[config.mk]
export PLATFORM = sky130hd
export DESIGN_NAME = block_pe_param
export DESIGN_NICKNAME = d
export VERILOG_FILES = /design/src/rtl/block_pe_param.sv
export SDC_FILE = /design/constraint.sdc
export NUM_CORES = 2
export LEC_CHECK = 0
export CORE_ASPECT_RATIO = 0.8
export CORE_MARGIN = 3
export CORE_UTILIZATION = 58
export DETAILED_ROUTE_END_ITERATION = 8
export PLACE_DENSITY = 0.79
export SYNTH_ARGS = -nofsm -noshare
export SYNTH_HDL_FRONTEND = slang
export SYNTH_SLANG_ARGS = --single-unit
export TNS_END_PERCENT = 1
[constraint.sdc]
create_clock -name clk -period 9.1 [get_ports clk]
set_input_delay 2.73 -clock clk [delete_from_list [all_inputs] [get_ports clk]]
set_output_delay 2.73 -clock clk [all_outputs]
set_load 0.02 [all_outputs]
[src/rtl/block_pe_param.sv]
// Parameterised CGRA processing element: operand crossbar, registered ALU with
// accumulate, programmable delay line, per-port output select, serial config chain.

module block_pe_param_oport #(
  parameter int WIDTH = 32
) (
  input  logic             i_sel,
  input  logic [WIDTH-1:0] i_alu_q,
  input  logic             i_alu_v,
  input  logic [WIDTH-1:0] i_dl_q,
  input  logic             i_dl_v,
  output logic [WIDTH-1:0] o_data,
  output logic             o_valid
);
  assign o_data  = i_sel ? i_dl_q : i_alu_q;
  assign o_valid = i_sel ? i_dl_v : i_alu_v;
endmodule

module block_pe_param #(
  parameter int WIDTH = 32,
  parameter int N_IN  = 2,
  parameter int N_OUT = 1,
  parameter int DEPTH = 4
) (
  input  logic                   clk,
  input  logic                   reset,
  input  logic                   config_en,
  input  logic                   config_in,
  output logic                   config_out,
  input  logic [N_IN*WIDTH-1:0]  in_data,
  input  logic [N_IN-1:0]        in_valid,
  output logic [N_OUT*WIDTH-1:0] out_data,
  output logic [N_OUT-1:0]       out_valid
);
  localparam int S     = N_IN + 2;
  localparam int SELW  = $clog2(S);
  localparam int DLW   = $clog2(DEPTH);
  localparam int CFG_W = 4 + 3*SELW + DLW + N_OUT;
  localparam int SHW   = (WIDTH > 1) ? $clog2(WIDTH) : 1;
  localparam int SA_LO = 4;
  localparam int SB_LO = SA_LO + SELW;
  localparam int DS_LO = SB_LO + SELW;
  localparam int DL_LO = DS_LO + SELW;
  localparam int OS_LO = DL_LO + DLW;

  logic [CFG_W-1:0]            r_cfg;
  logic [WIDTH-1:0]            r_alu_q;
  logic                        r_alu_v;
  logic [DEPTH-1:0][WIDTH-1:0] r_dl_d;
  logic [DEPTH-1:0]            r_vld_pipe;

  logic [3:0]       w_op;
  logic [SELW-1:0]  w_sa, w_sb, w_ds;
  logic [DLW-1:0]   w_dly;
  logic [N_OUT-1:0] w_osel;

  assign w_op   = r_cfg[3:0];
  assign w_sa   = r_cfg[SA_LO +: SELW];
  assign w_sb   = r_cfg[SB_LO +: SELW];
  assign w_ds   = r_cfg[DS_LO +: SELW];
  assign w_dly  = r_cfg[DL_LO +: DLW];
  assign w_osel = r_cfg[OS_LO +: N_OUT];
  assign config_out = r_cfg[0];

  logic [WIDTH-1:0] w_dl_q;
  logic             w_dl_v;
  assign w_dl_q = r_dl_d[w_dly];
  assign w_dl_v = r_vld_pipe[w_dly];

  // Source table: inputs, then ALU register, then delay-line tap.
  logic [S-1:0][WIDTH-1:0] w_src_d;
  logic [S-1:0]            w_src_v;
  always_comb begin
    w_src_d = '0;
    w_src_v = '0;
    for (int k = 0; k < N_IN; k++) begin
      w_src_d[k] = in_data[k*WIDTH +: WIDTH];
      w_src_v[k] = in_valid[k];
    end
    w_src_d[N_IN]   = r_alu_q;
    w_src_v[N_IN]   = r_alu_v;
    w_src_d[N_IN+1] = w_dl_q;
    w_src_v[N_IN+1] = w_dl_v;
  end

  // Unused select codes (>= S) read as invalid zero.
  function automatic logic [WIDTH:0] pick(input logic [SELW-1:0]         sel,
                                          input logic [S-1:0][WIDTH-1:0] d,
                                          input logic [S-1:0]            v);
    logic [WIDTH:0] r;
    r = '0;
    for (int k = 0; k < S; k++)
      if (sel == SELW'(k)) r = {v[k], d[k]};
    return r;
  endfunction

  logic [WIDTH-1:0] w_a, w_b, w_d_d;
  logic             w_va, w_vb, w_d_v;
  assign {w_va, w_a}   = pick(w_sa, w_src_d, w_src_v);
  assign {w_vb, w_b}   = pick(w_sb, w_src_d, w_src_v);
  assign {w_d_v, w_d_d} = pick(w_ds, w_src_d, w_src_v);

  logic [SHW-1:0]   w_sh;
  logic [WIDTH-1:0] w_res;
  logic             w_alu_en;
  assign w_sh = w_b[SHW-1:0];

  always_comb begin
    w_res = '0;
    case (w_op)
      4'd0:  w_res = w_a + w_b;
      4'd1:  w_res = w_a - w_b;
      4'd2:  w_res = w_a * w_b;
      4'd3:  w_res = w_a & w_b;
      4'd4:  w_res = w_a | w_b;
      4'd5:  w_res = w_a ^ w_b;
      4'd6:  w_res = w_a << w_sh;
      4'd7:  w_res = w_a >> w_sh;
      4'd8:  w_res = $signed(w_a) >>> w_sh;
      4'd9:  w_res = ($signed(w_a) < $signed(w_b)) ? w_a : w_b;
      4'd10: w_res = ($signed(w_a) > $signed(w_b)) ? w_a : w_b;
      4'd11: w_res = w_a;
      4'd12: w_res = WIDTH'(w_a == w_b);
      4'd13: w_res = WIDTH'($signed(w_a) < $signed(w_b));
      4'd14: w_res = r_alu_q + w_a;
      default: w_res = '0;
    endcase
  end

  // Unary ops (pass, accumulate) must not stall on an unused B operand.
  assign w_alu_en = (w_op == 4'd11 || w_op == 4'd14) ? w_va : (w_va & w_vb);

  always_ff @(posedge clk or negedge reset) begin
    if (!reset) begin
      r_cfg      <= '0;
      r_alu_q    <= '0;
      r_alu_v    <= 1'b0;
      r_dl_d     <= '0;
      r_vld_pipe <= '0;
    end else if (config_en) begin
      r_cfg      <= {config_in, r_cfg[CFG_W-1:1]};
      r_alu_q    <= '0;
      r_alu_v    <= 1'b0;
      r_dl_d     <= '0;
      r_vld_pipe <= '0;
    end else begin
      if (w_alu_en) r_alu_q <= w_res;
      r_alu_v    <= w_alu_en;
      r_dl_d     <= {r_dl_d[DEPTH-2:0], w_d_d};
      r_vld_pipe <= {r_vld_pipe[DEPTH-2:0], w_d_v};
    end
  end

  for (genvar k = 0; k < N_OUT; k++) begin : g_oport
    block_pe_param_oport #(.WIDTH(WIDTH)) u_oport (
      .i_sel   (w_osel[k]),
      .i_alu_q (r_alu_q),
      .i_alu_v (r_alu_v),
      .i_dl_q  (w_dl_q),
      .i_dl_v  (w_dl_v),
      .o_data  (out_data[k*WIDTH +: WIDTH]),
      .o_valid (out_valid[k])
    );
  end

endmodule
==> impl_metrics.toml <==
[run_status]
status = "finished with violations"
failed_checks = "max-capacitance violations, max-slew violations, negative setup slack"

[sta]
period_needed_ns = 9.95
relSlewSlack_pct = -2.90
finalSetupViolCount = 21
timing.clock.skew_ns = 0.0226
hold_viol = 0
rsz0062_at_grt = "yes"
drv_slew = 18
worst_pin_slew_ns = 1.54
fin_ws_ns = -0.854
timing.final.crit_share_pct = 109
hold_slack_ns = 0.492
fmax_mhz = 100

[detailed_routing]
drt_iter0_markers = 5450
drcViolationCount = 0
via_per_inst = 6.73
wire_per_inst_um = 31.2
vias = 34600
dr.pass1.iters = 9
wl_mm = 161
ant_nets = 0

[floorplanning]
rows = 79
die_w_um = 278
die_h_um = 224
dieArea_mm2 = 0.0622
io_pins = 104
start_util_pct = 58.8
core-area_mm2 = 0.0584

[clock_tree]
hold_buffers = 0
cts-root-buf = "clkbuf_16"
cts_buffer_depth = 2
ctsHtreeMaxLevel = 4
clk_latency_ns = 0.45
clkSinkCount = 178
cts.reportedPaths.clkPinSlew_ns = 0.09
cts_tree = "built"
numCtsBuffers = 17

[global_routing]
antenna_found_initial = 5
gr-total-overflow = 0
grt_pass1_wl_mm = 233
grt_pass1_vias = 34300
grt_max_degree = 81
track_usage_pct = 51.4

[critical_path]
worstReg2RegEnd = "r_alu_q[21]"
worstPathRequired_ns = 9.37
cp_common_cell = "fa_1"
max_stage_delay_ns = 0.57
critical_path_class = "input port to flip-flop"
r2r_start = "r_cfg[10]"
rrSetupSlack_ns = 0.39
reg2reg_depth = 33
endpoint_kind = "flip-flop"
cp.arrival_ns = 10.23
slowest_stage = "mux4_2"
cp_max_fo = 4
cp-start-kind = "input port"

[synthesis]
synth_mux_area_share_pct = 13.3
yosysSeqAreaShare_pct = 13.0
synth-seq-cells = 178
synthSimpleGateAreaFrac_pct = 15.1
synthDistinctLibCells = 81
yosysTopAreaCell = "fa_1"
synth_top_area_share_pct = 23.9
synth_compound_area_share_pct = 13.7
synth_edf_count = 0
synth_ff_type = "dfrtp_1"
avgSynthCellArea_um2 = 8.77
yosys-top-cells-count = "490 x nor2_1, 471 x inv_1, 410 x fa_1"
synth_fp_nets = 4647
synth_area_leaders = "fa_1 24%, dfrtp_1 13%, ha_1 9.1%"
async_flop_share_pct = 100
synthCells = 3916
synth_adder_area_share_pct = 33.0
synth_xor_area_share_pct = 3.52
netlist_area_mm2 = 0.0344
synth_top_family_by_area = "adder cells"
yosysMostFrequentCell = "nor2_1"
synth_warnings = 0

[final_layout]
syn_to_final_growth_pct = 22.3
instances_no_fill = 5142
layout-drive-gt1-share_pct = 24.0
fin_nets = 5084
stdcell_area_mm2 = 0.0420

[min_path]
worst_hold_path_type = "flip-flop to flip-flop"
hold-path-endpoint = "r_dl_d[39]"
hold_path_depth = 1
hold_start = "r_dl_d[7]"

[place]
portBuffers = 103
dp_cells = 5025
placedInstanceArea_mm2 = 0.0396
dp_hpwl_mm = 125
dp_slack_ns = -1.83
gp_congestion = 1.10

[job]
max-cap-violations = 1
-- critical path, delay by kind of cell --
kind                       cells  cell delay [ns]
buffers and inverters          9             1.19
AOI/OAI and AO/OA              7             1.38
xor gates and xnor gates       1             0.14
muxes                          1             0.57
adders and majority gates      9             3.83
and+or+nand+nor                3             0.36
-- sequential cells by signal (all words and copies together), names as in the netlist --
register and count:
r_alu_q 32, r_alu_v 1, r_dl_d 128, r_vld_pipe 4, r_cfg 13
-- layer usage --
layer	global-route usage (%)	wire, µm	vias up
met3	21.2	25600	739
li1	-	-	14000
met4	29.7	12900	4
met2	69.7	62800	3038
met5	0	23	-
met1	69.3	59200	16800
-- cell usage in the layout (no fill, tap or decap), types with 13 or more instances in the layout --
master	Yosys	final
buf_4	6	483
nor2_1	490	477
inv_1	471	427
nand2_1	396	390
fa_1	410	372
ha_1	251	227
dfrtp_1	178	174
nor2b_1	154	153
a21oi_1	152	135
o21ai_0	141	122
mux4_2	117	117
mux2i_1	110	110
xnor2_1	104	93
mux2_2	72	72
clkdlybuf4s50_1	0	62
buf_12	0	50
a21o_1	46	46
a221oi_1	53	45
inv_2	3	38
fa_2	0	38
buf_6	4	38
nor3_1	40	34
xor2_1	34	32
nand2b_1	30	30
a211oi_1	34	29
o22ai_1	29	28
o211ai_1	27	27
dlygate4sd2_1	0	27
nand3_1	26	26
o21ai_1	13	20
a31oi_1	22	20
a22oi_1	20	18
o21bai_1	18	17
clkbuf_16	0	17
o21ai_2	6	15
a21oi_2	0	14
ha_4	0	14
o21a_1	16	13
o221ai_1	17	13
-- per-stage QoR --
stage / TNS (ns) / util (%)
floorplan: -10.68 / -
global placement: -30.47 / 67.8
detailed placement: -32.99 / 67.8
CTS: -12.58 / 71.4
global route: -17.52 / 71.9
finish: -14.04 / 72.0
-- timing repair --
item / in CTS / in global routing
cloned: 2 / 0
endpoints found under the setup margin: 22 / 23
resized for setup: 286 / 58
pin swaps: 145 / 77
setup buffers: 73 / 8
-- worst max path at each step --
stage / from / endpoint / slack, ns / cells past startpoint
after global placement: in_data[9] / r_alu_q[26] / -1.71 / 32
after floorplan: in_data[36] / r_alu_q[29] / -0.74 / 31
after detailed placement: in_data[41] / r_alu_q[26] / -1.83 / 32
after CTS: in_data[44] / r_alu_q[29] / -0.76 / 32
final: in_data[38] / r_alu_q[21] / -0.85 / 30
after global routing: in_data[11] / r_alu_q[29] / -1.0 / 32
-- layout make-up --
type,count,area (µm²)
Clock inverter,14,155
Multi-Input combinational cell,2992,28000
Clock buffer,18,429
Fill cell,4221,16400
Antenna cell,7,17.5
Sequential cell,178,4460
Tap cell,769,962
Inverter,485,1860
Timing Repair Buffer,679,6150
-- cell families (layout without fill, tap and decap cells) --
family	Yosys count	in the layout
and+or+nand+nor	1190	1190
buffers and inverters	746	1196
AOI/OAI and AO/OA	703	703
adders and majority gates	661	661
muxes	300	300
DFF	178	178
xor gates and xnor gates	138	138
other	0	7
Power is not shown: default switching activity piles up to over one toggle a cycle in this logic, so the estimate is an artifact.
